<file path="config.mk">
export PLATFORM = sky130hd
export DESIGN_NAME = pipe_hazard_ctrl
export DESIGN_NICKNAME = d
export VERILOG_FILES = /design/src/rtl/pipe_hazard_ctrl.sv
export SDC_FILE = /design/constraint.sdc
export NUM_CORES = 1
export LEC_CHECK = 0
export ABC_AREA = 1
export CAP_MARGIN = 20
export CELL_PAD_IN_SITES_DETAIL_PLACEMENT = 1
export CELL_PAD_IN_SITES_GLOBAL_PLACEMENT = 1
export CORE_UTILIZATION = 26
export CTS_CLUSTER_DIAMETER = 200
export DETAILED_ROUTE_END_ITERATION = 7
export PLACE_DENSITY_LB_ADDON = 0.1
export SETUP_SLACK_MARGIN = 0.1
export SYNTH_ARGS = -nofsm -noshare
export SYNTH_HDL_FRONTEND = slang
export SYNTH_SLANG_ARGS = --single-unit
export TNS_END_PERCENT = 30
</file>
<file path="constraint.sdc">
create_clock -name clk -period 3.8 [get_ports clk]
set_clock_uncertainty 0.1 [all_clocks]
set_input_delay 0.38 -clock clk [delete_from_list [all_inputs] [get_ports clk]]
set_output_delay 0.38 -clock clk [all_outputs]
set_load 0.05 [all_outputs]
</file>
<file path="src/rtl/pipe_hazard_ctrl.sv">
// Hazard/stall sequencer: load-use, mul/div occupancy, HI/LO reads, branch flush.
// Optional: define STALL_PERF_CNT_EN to build the saturating stall-cycle counter.
//
// Ports:
//   clk, reset           clock, synchronous active-high reset
//   if_dec_*             decode-stage register/operation info
//   dec_ex_rt/_memread   EX-stage load destination
//   branch_taken         taken redirect resolved in EX
//   md_start, md_busy    mul/div issue pulse and occupancy
//   stall_pc/_if_dec     hold enables
//   flush_if_dec/_dec_ex bubble inserts
//   stall_cnt            stall-cycle counter (0 unless STALL_PERF_CNT_EN)
module pipe_hazard_ctrl #(
  parameter int MD_LAT = 32,
  parameter int CNT_W  = 16
) (
  input  logic             clk,
  input  logic             reset,
  input  logic [4:0]       if_dec_rs,
  input  logic [4:0]       if_dec_rt,
  input  logic             if_dec_uses_rt,
  input  logic             if_dec_is_md,
  input  logic             if_dec_reads_hilo,
  input  logic [4:0]       dec_ex_rt,
  input  logic             dec_ex_memread,
  input  logic             branch_taken,
  output logic             md_start,
  output logic             md_busy,
  output logic             stall_pc,
  output logic             stall_if_dec,
  output logic             flush_if_dec,
  output logic             flush_dec_ex,
  output logic [CNT_W-1:0] stall_cnt
);

  typedef enum logic {
    IDLE    = 1'b0,
    MD_BUSY = 1'b1
  } state_t;

  state_t     r_state;
  state_t     w_state_nxt;
  logic [5:0] r_md_cnt;
  logic [5:0] w_md_cnt_nxt;

  logic w_busy;
  logic w_lu;
  logic w_hl;
  logic w_stall;
  logic w_issue;

  always_comb begin
    w_busy = (r_state == MD_BUSY);
    w_lu   = dec_ex_memread && (dec_ex_rt != 5'd0) &&
             ((dec_ex_rt == if_dec_rs) ||
              (if_dec_uses_rt && (dec_ex_rt == if_dec_rt)));
    w_hl   = w_busy && (if_dec_reads_hilo || if_dec_is_md);
    w_stall = (w_lu || w_hl) && !branch_taken;
    // Busy already blocks issue via hl, so issue only from IDLE.
    w_issue = !w_busy && if_dec_is_md && !w_lu && !branch_taken;
  end

  always_ff @(posedge clk) begin
    if (reset) begin
      r_state  <= IDLE;
      r_md_cnt <= 6'd0;
    end else begin
      r_state  <= w_state_nxt;
      r_md_cnt <= w_md_cnt_nxt;
    end
  end

  always_comb begin
    w_state_nxt  = r_state;
    w_md_cnt_nxt = r_md_cnt;
    unique case (r_state)
      IDLE: begin
        if (w_issue) begin
          w_state_nxt  = MD_BUSY;
          w_md_cnt_nxt = 6'(MD_LAT - 1);
        end
      end
      MD_BUSY: begin
        if (r_md_cnt == 6'd0) begin
          w_state_nxt = IDLE;
        end else begin
          w_md_cnt_nxt = r_md_cnt - 6'd1;
        end
      end
      default: begin
        w_state_nxt  = IDLE;
        w_md_cnt_nxt = 6'd0;
      end
    endcase
  end

  // Outputs forced low while reset is held.
  always_comb begin
    md_start     = w_issue && !reset;
    md_busy      = w_busy && !reset;
    stall_pc     = w_stall && !reset;
    stall_if_dec = w_stall && !reset;
    flush_if_dec = branch_taken && !reset;
    flush_dec_ex = (w_stall || branch_taken) && !reset;
  end

`ifdef STALL_PERF_CNT_EN
  logic [CNT_W-1:0] r_stall_cnt;

  always_ff @(posedge clk) begin
    if (reset) begin
      r_stall_cnt <= '0;
    end else if (stall_pc && !(&r_stall_cnt)) begin
      r_stall_cnt <= r_stall_cnt + 1'b1;
    end
  end

  assign stall_cnt = r_stall_cnt;
`else
  assign stall_cnt = '0;
`endif

endmodule

</file>
# Word-level counts from Yosys, hierarchy flattened
# Cells that the tools add are included.
# totals
register_bits	7
elab_cells	38
# op_classes
mux	6
eq_ne	4
n_bitwise	1
addsub	1
n_reduce_logical	24
# op_table
op	n
$logic_and 1x1->1	13
$mux 6	2
$pmux 6 s2	1
$eq 5x5->1	2
$logic_not 6->1	1
$sub 6x1->6 const B	1
$reduce_bool 5->1	1
$logic_not 1->1	4
$logic_or 1x1->1	4
$ne 2x2->1 const B	2
$mux 1	2
$pmux 1 s2	1
$reduce_and 2->1	1
$not 1->1	1

# Logic depth before layout (Yosys ltp)
# depth
depth_word	9
depth_mapped	12

# Least setup slack after synthesis
# Ideal clock, no wire load.
# synth_timing
kind	input port to output port
startpoint	input if_dec_rt[0]
endpoint	output stall_pc
setup_slack_ns	1.436
arrival_ns	1.884
cell_stages	11
path_cell_list	inv_1 -> nand2_1 -> nand2_1 -> nor2_1 -> nand3_1 -> nand2_1 -> nand2_2 -> nand2_1 -> nand2_1 -> nor2_1 -> buf_4
# synth_via
elab_chain_cells	7
# synth_lines
element	line	rtl
start, declared	20	input logic [4:0] if_dec_rt,
$eq 5x5->1	56	(if_dec_uses_rt && (dec_ex_rt == if_dec_rt)));
$logic_and 1x1->1	56	
$logic_or 1x1->1	55	((dec_ex_rt == if_dec_rs) ||
$logic_and 1x1->1	54	w_lu = dec_ex_memread && (dec_ex_rt != 5'd0) &&
$logic_or 1x1->1	58	w_stall = (w_lu || w_hl) && !branch_taken;
$logic_and 1x1->1	58	
$logic_and 1x1->1	n/a	
end, declared	29	output logic stall_pc,
# No other way between the ends.

# Worst setup path after layout
# layout_timing
startpoint	input dec_ex_rt[4]
endpoint	output stall_pc
# layout_via
elab_chain_cells	7
word_cells_on_any_way	10
cone_classes	eq/ne: 2; reduce/logical: 8
# layout_lines
element	line	rtl
start, declared	24	input logic [4:0] dec_ex_rt,
$eq 5x5->1	56	
$logic_and 1x1->1	56	
$logic_or 1x1->1	55	
$logic_and 1x1->1 *	54	
$logic_or 1x1->1 *	58	
$logic_and 1x1->1 *	58	
$logic_and 1x1->1 *	101	stall_pc = w_stall && !reset;
# Every way passes the cells marked *; elsewhere a longest branch is shown, timed or not.

==> results.md <==
* FF-to-FF End: r_md_cnt[2]$_SDFFE_PP0P_
* Final cycle utilization of the critical path at between 70% and 80%
* Post-Layout Cell Count at roughly 200
* Antenna cell count at 0
* Io pins at 44
* Via density at 4.097
* Final Hold Fails at 0
* Hold-fix buffers, CTS at 0
* PnR worst setup slack at between 800 and 900 ps
* Final net count at 188
* R2r worst-path depth at 11
* Setup_tns at 0 ps
* Final HPWL DP at about 1600 um
* Max clock buf depth at 2
* Synth cell types at 21
* CP Capture Type: output pin
* Post-route ant nets at 0
* CTS buffer count at 3
* CTS H-tree depth at 1
* Critical path arrival at between 2000 and 2500 ps
* DRC violations left at 6
* DIE WIDTH at 56.84 um
* Postcts setup bufs at 0
* Vias at 799
* Clk sinks at 7
* Fin crit period at 2968 ps
* Initial DRC Count at 14
* Max Slew Vio Count at 0
* Yosys warns at 0
* Root buf cell: clkbuf_4
* Fin util at between 30% and 40%
* Top cells by area, synth: nand2_1 22%, dfxtp_1 18%, buf_4 16%
* CP max FO at 4
* Filler cells at 390
* Total GRT Usage at between 10% and 20%
* Ys async rst share at 0%
* Number of enable flip-flop cells after synthesis at 0
* Hold path start: r_md_cnt[0]$_SDFFE_PP0P_
* Clk_lat worst skew at around 250 ps
* Largest net degree at the start of global routing at 9
* Number of global-route vias before repair at 750
* Failing checks: DRC
* Post-Place Cells at 191
* Area grow syn2layout at 33.12%
* Flops & latches, synth at 7
* GP Congestion at between 0.7 and 0.8
* Hold path endpoint: r_md_cnt[0]$_SDFFE_PP0P_
* RSZ-0062 raised after global routing: no
* Final Setup Violations at 0
* Die H at about 57 um
* Drt wl/cell at 9.903 um
* Hold Path Class: flip-flop to flip-flop
* Hold depth at 2
* Overall power at 316.9 uW
* Worst r2r src: r_md_cnt[0]$_SDFFE_PP0P_
* Die area at about 0.0032 mm^2
* Initial cell density of the core at 27.88%
* Worst-Margin Slew at 512.6 ps
* Sequential share of the synthesized area at roughly 18%
* First-pass DRT Iterations at 6
* Final WL at just under 2000 um
* Max Cap Viol at 0
* Req. time, crit path at between 3000 and 4000 ps
* # port buffers at 27
* Most used flip-flop cell after synthesis: dfxtp_1
* First-pass GRT wire length at between 3000 and 4000 um
* Worst slack, placed at 834.4 ps
* Share of cells above drive strength 1 at under 10%
* Avg Inst Size Synth at roughly 5.8 um^2
* Max VDD drop at roughly 0.18 mV
* Yosys top cell area share at a little over a fifth
* Synth area leader: nand2_1
* Status: finished with violations
* Leak at roughly 0.55 nW
* Maximum clock rate at about 0.34 GHz
* Relative slew slack at between 60% and 70%
* Worst-path clk slew at 50 ps
* Crit Path Category: primary input to output pin
* Startpoint Class: primary input
* FP Rows at 19
* Flop2flop setup slack at approximately 2000 ps
* Post-CTS sizing at 0
* Syn Std Cell Area at 782.0 um^2
* Core Region at approximately 0.0028 mm^2
* Remaining global-route overflow at 0
* Mapped Cells at around 140
* CTS tree: yes
* Initial antenna violation count at 0
* PwrDens at 304.5 mW/mm^2
==> worst max-delay path: stages <==
cell and delay (ps):
clkdlybuf4s50_1 530, inv_2 50, nand2_1 50, nand2_1 50, nor2_1 120, nand3_1 90, nand2_1 90, nand2_2 60
nand2_1 60, nand2_1 60, nor2_1 130, clkdlybuf4s50_1 830
==> registers in the layout (all words and copies together) (netlist names) <==
signal    flops
r_state       1
r_md_cnt      6
==> synthesized netlist by cell type (all sizes together) (2+ instances only) <==
cell	n
a21oi	3
inv	22
buf	17
nor2	14
nand3	10
nand2	48
dfxtp	7
o21ai	6
xnor2	2
==> per-layer routing <==
layer / vias to the layer above / wire (um) / GRT usage, %
met5: - / 0 / 0
met2: 29 / 835 / 19.90
met4: 0 / 0 / 1.045
met3: 0 / 132 / 3.687
li1: 433 / - / -
met1: 337 / 962 / 19.03
==> how the worst max path moves through the flow <==
stage | from | endpoint | depth (start not counted)
6_report | dec_ex_rt[4] | stall_pc | 12
5_1_grt | dec_ex_rt[4] | stall_pc | 12
4_1_cts | dec_ex_rt[4] | stall_pc | 12
3_5_place_dp | dec_ex_rt[4] | stall_pc | 12
3_3_place_gp | dec_ex_rt[0] | stall_pc | 12
2_1_floorplan | if_dec_rt[0] | stall_pc | 11
==> layout make-up <==
| class | instances | area, um^2 | area share (%) |
|---|---|---|---|
| well taps | 31 | 38.79 | 3.726 |
| inverters | 22 | 82.58 | 7.933 |
| repair buffers | 27 | 270.3 | 25.96 |
| clock buffers | 4 | 26.28 | 2.524 |
| multi-input cells | 104 | 483.0 | 46.39 |
| flip-flops and latches | 7 | 140.1 | 13.46 |
==> metrics by stage <==
step | cell area, um^2 | hold WS [ps]
2_1_floorplan | 838.3 | 338.4
3_3_place_gp | 1015 | 349.6
3_5_place_dp | 1015 | 363.1
4_1_cts | 1041 | 374.9
5_1_grt | 1041 | 400.5
6_report | 1041 | 371.4
==> kinds of logic (layout without fill, tap and decap cells) <==
group           Yosys count  count (layout)  share of synthesized area [%]
fa+ha+maj                 1               1                          1.600
compound gates            9               9                          7.199
buf+inv                  40              53                          27.52
other cells               1              16                         0.4795
flops                     7               7                          17.92
xor+xnor                  2               2                          2.240
simple gates             76              76                          43.04
==> power by group <==
group	internal (mW)	total (mW)	switching, mW
clock	0.0402	0.0691	0.0289
combinational	0.0524	0.154	0.101
sequential	0.0830	0.0940	0.0110
==> placed cells by master, fill, tap and decap left out, types with 2 or more instances in the layout <==
cell             count
o21ai_0              5
nand2_2              2
nand3_1             10
nor2_1              13
dfxtp_1              7
inv_1               18
a21oi_1              3
clkdlybuf4s50_1     27
clkbuf_4             3
xnor2_1              2
conb_1              16
nand2_1             45
inv_2                4
Power figures use the tool's default switching activity.
==> variant: new RTL, same flow settings <==
Add a define of `STALL_PERF_CNT_EN`.
--- a/src/rtl/pipe_hazard_ctrl.sv
+++ b/src/rtl/pipe_hazard_ctrl.sv
@@ -10,6 +10,8 @@
 //   stall_pc/_if_dec     hold enables
 //   flush_if_dec/_dec_ex bubble inserts
 //   stall_cnt            stall-cycle counter (0 unless STALL_PERF_CNT_EN)
+`define STALL_PERF_CNT_EN
+
 module pipe_hazard_ctrl #(
   parameter int MD_LAT = 32,
   parameter int CNT_W  = 16
Formal check against the unedited RTL: not equivalent (a bounded check fails within 4 cycles, from zero or initial values and one cycle with reset high).
==> variant against the original RTL <==
- first-iteration DRC count increased to 4.2 times the old value
- cell area increased by 120%
- synthesized area is 120% higher
- register-to-register slack got worse by 150 ps
- critical path depth shrank 2
- non-clock buffer count is 17 higher
- setup slack improved by 70 ps
- total power grew 83%
- worst hold slack better by 5.7 ps
- sequential cell count increased by 16
- cell count rose by 110%
- wire length is 130% higher
- sequential power grew to 2.8 times the old value
- critical endpoint is now flush_dec_ex
==> variant: results (changes against the original RTL) <==
timing:
  relSlewSlack_pct: 64.3  # -1.4 points
yosys:
  synthTopCellsByCount: "nand2_1, nor2_1, inv_1"
  synthArstFlopShare_pct: 0  # unchanged
  syn_inst: 296  # +120%
  ys.flop_type: "dfxtp_1"
  yosys-top-cells-area: "dfxtp_1, nand2_1, nor2_1"
  synthesis.nets: 320
  seq_area_frac_synth_pct: 26.7  # +8.8 points
  yosysUniqueCellTypes: 29  # +38%
clock_network:
  cts_max_level: 1  # unchanged
  clkSlewWorstSetupHoldPaths_ps: 90  # +40 ps
  cts_resized: 0  # unchanged
  cts_root_buffer: "clkbuf_8"
  cts_buffer_depth: 2  # unchanged
  clk_latency_ps: 270  # +20 ps
  cts_setup_buffers: 0  # unchanged
status:
  status: "completed"
placement:
  place_area_um2: 2210  # +120%
  gp_congestion: 0.791  # +4.5%
  hpwlAfterDp_um: 3610  # +130%
  dpl_worst_slack_ps: 857  # +23.0 ps
  post-place-cells: 409  # +110%
  port_buffers: 43  # +59%
layout:
  largest_reg_flops: 16  # +10
  diodes: 0  # unchanged
  layout-drive-gt1-share_pct: 6.55  # -0.77 points
  nNetsFinal: 361  # +92%
global_route:
  grt_max_degree: 23  # +14
  grt_pass1_vias: 1798  # +140%
  grt_pass1_wl_um: 8090  # +140%
  grt.total_usage_pct: 14.1  # +0.96 points
worst_setup_path:
  path_max_fanout: 4  # unchanged
  cpPeakStageDelay_ps: 840
  required_ps: 3320  # about the same
  crit_family: "buffers and inverters"
  slowest_stage: "clkdlybuf4s50_1"
detailed_routing:
  via_per_inst: 4.44  # +8.3%
  firstDrtPassIters: 4  # -2
  drt-total-wl_um: 4530  # +130%
  wire_per_inst_um: 11.0  # +11%
  drt_iter0_drc: 59  # +45
pwr:
  power.static_leakage_uw: 0.00109  # +100%
  ir_drop_v: 0.000155  # -12%
min_path:
  hp-class: "reg -> reg"
==> variant: cell types whose count changed in the layout (fill, tap and decap cells not counted), moves of 14 or more <==
cell / delta
clkdlybuf4s50_1: +14
dfxtp_1: +16
nand2_1: +52
inv_1: +33
conb_1: -16
nor2_1: +39
==> variant: worst register-to-register path: stages (launching register included) <==
cell     delay (ps)
dfxtp_1         410
ha_1            270
nand3_2         120
nor2_4          180
nand4_1         120
nor2_2          250
nor2_1          100
nand3_1          90
nand2_1          60
nand2_1          60
nor2_1           40
==> variant: cell families after synthesis <==
kind of cell / after synthesis / synth area share [%]
buf+inv: 60 / 14.1
fa+ha+maj: 2 / 1.45
simple gates: 194 / 50.7
compound gates: 10 / 3.48
xor+xnor: 7 / 3.56
flops: 23 / 26.7
==> variant: worst paths after layout <==
path	startpoint	endpoint	slack [ps]	cells after the start
max	dec_ex_rt[4]	flush_dec_ex	900	10
min	r_md_cnt[1]	r_md_cnt[1]	380	2
max reg2reg	stall_cnt[0]	stall_cnt[6]	1880	10
min reg2reg	r_md_cnt[1]	r_md_cnt[1]	380	2
==> variant: per-layer routing <==
layer,wire length [um],vias to the layer above,global-route usage (%)
li1,-,981,-
met1,2250,812,18.6
met2,2060,35,23.5
met3,172,4,2.39
met4,52,0,4.16
met5,0,-,0
==> variant: power by group <==
group          total [uW]  internal (uW)  switching, uW  leakage, uW
logic                 151           58.4           92.2     0.000876
clock network         163           73.5           89.4    0.0000255
registers             266            254           12.0     0.000187
total                 579            386            194      0.00109
==> variant: area by class of cell <==
class | instances | area, um^2
fill | 840 | 4130
multi-input combinational | 213 | 1020
sequential | 23 | 460
timing repair buffer | 44 | 433
inverter | 52 | 195
tap | 77 | 96.3
clock buffer | 3 | 41.3
clock inverter | 1 | 5.00
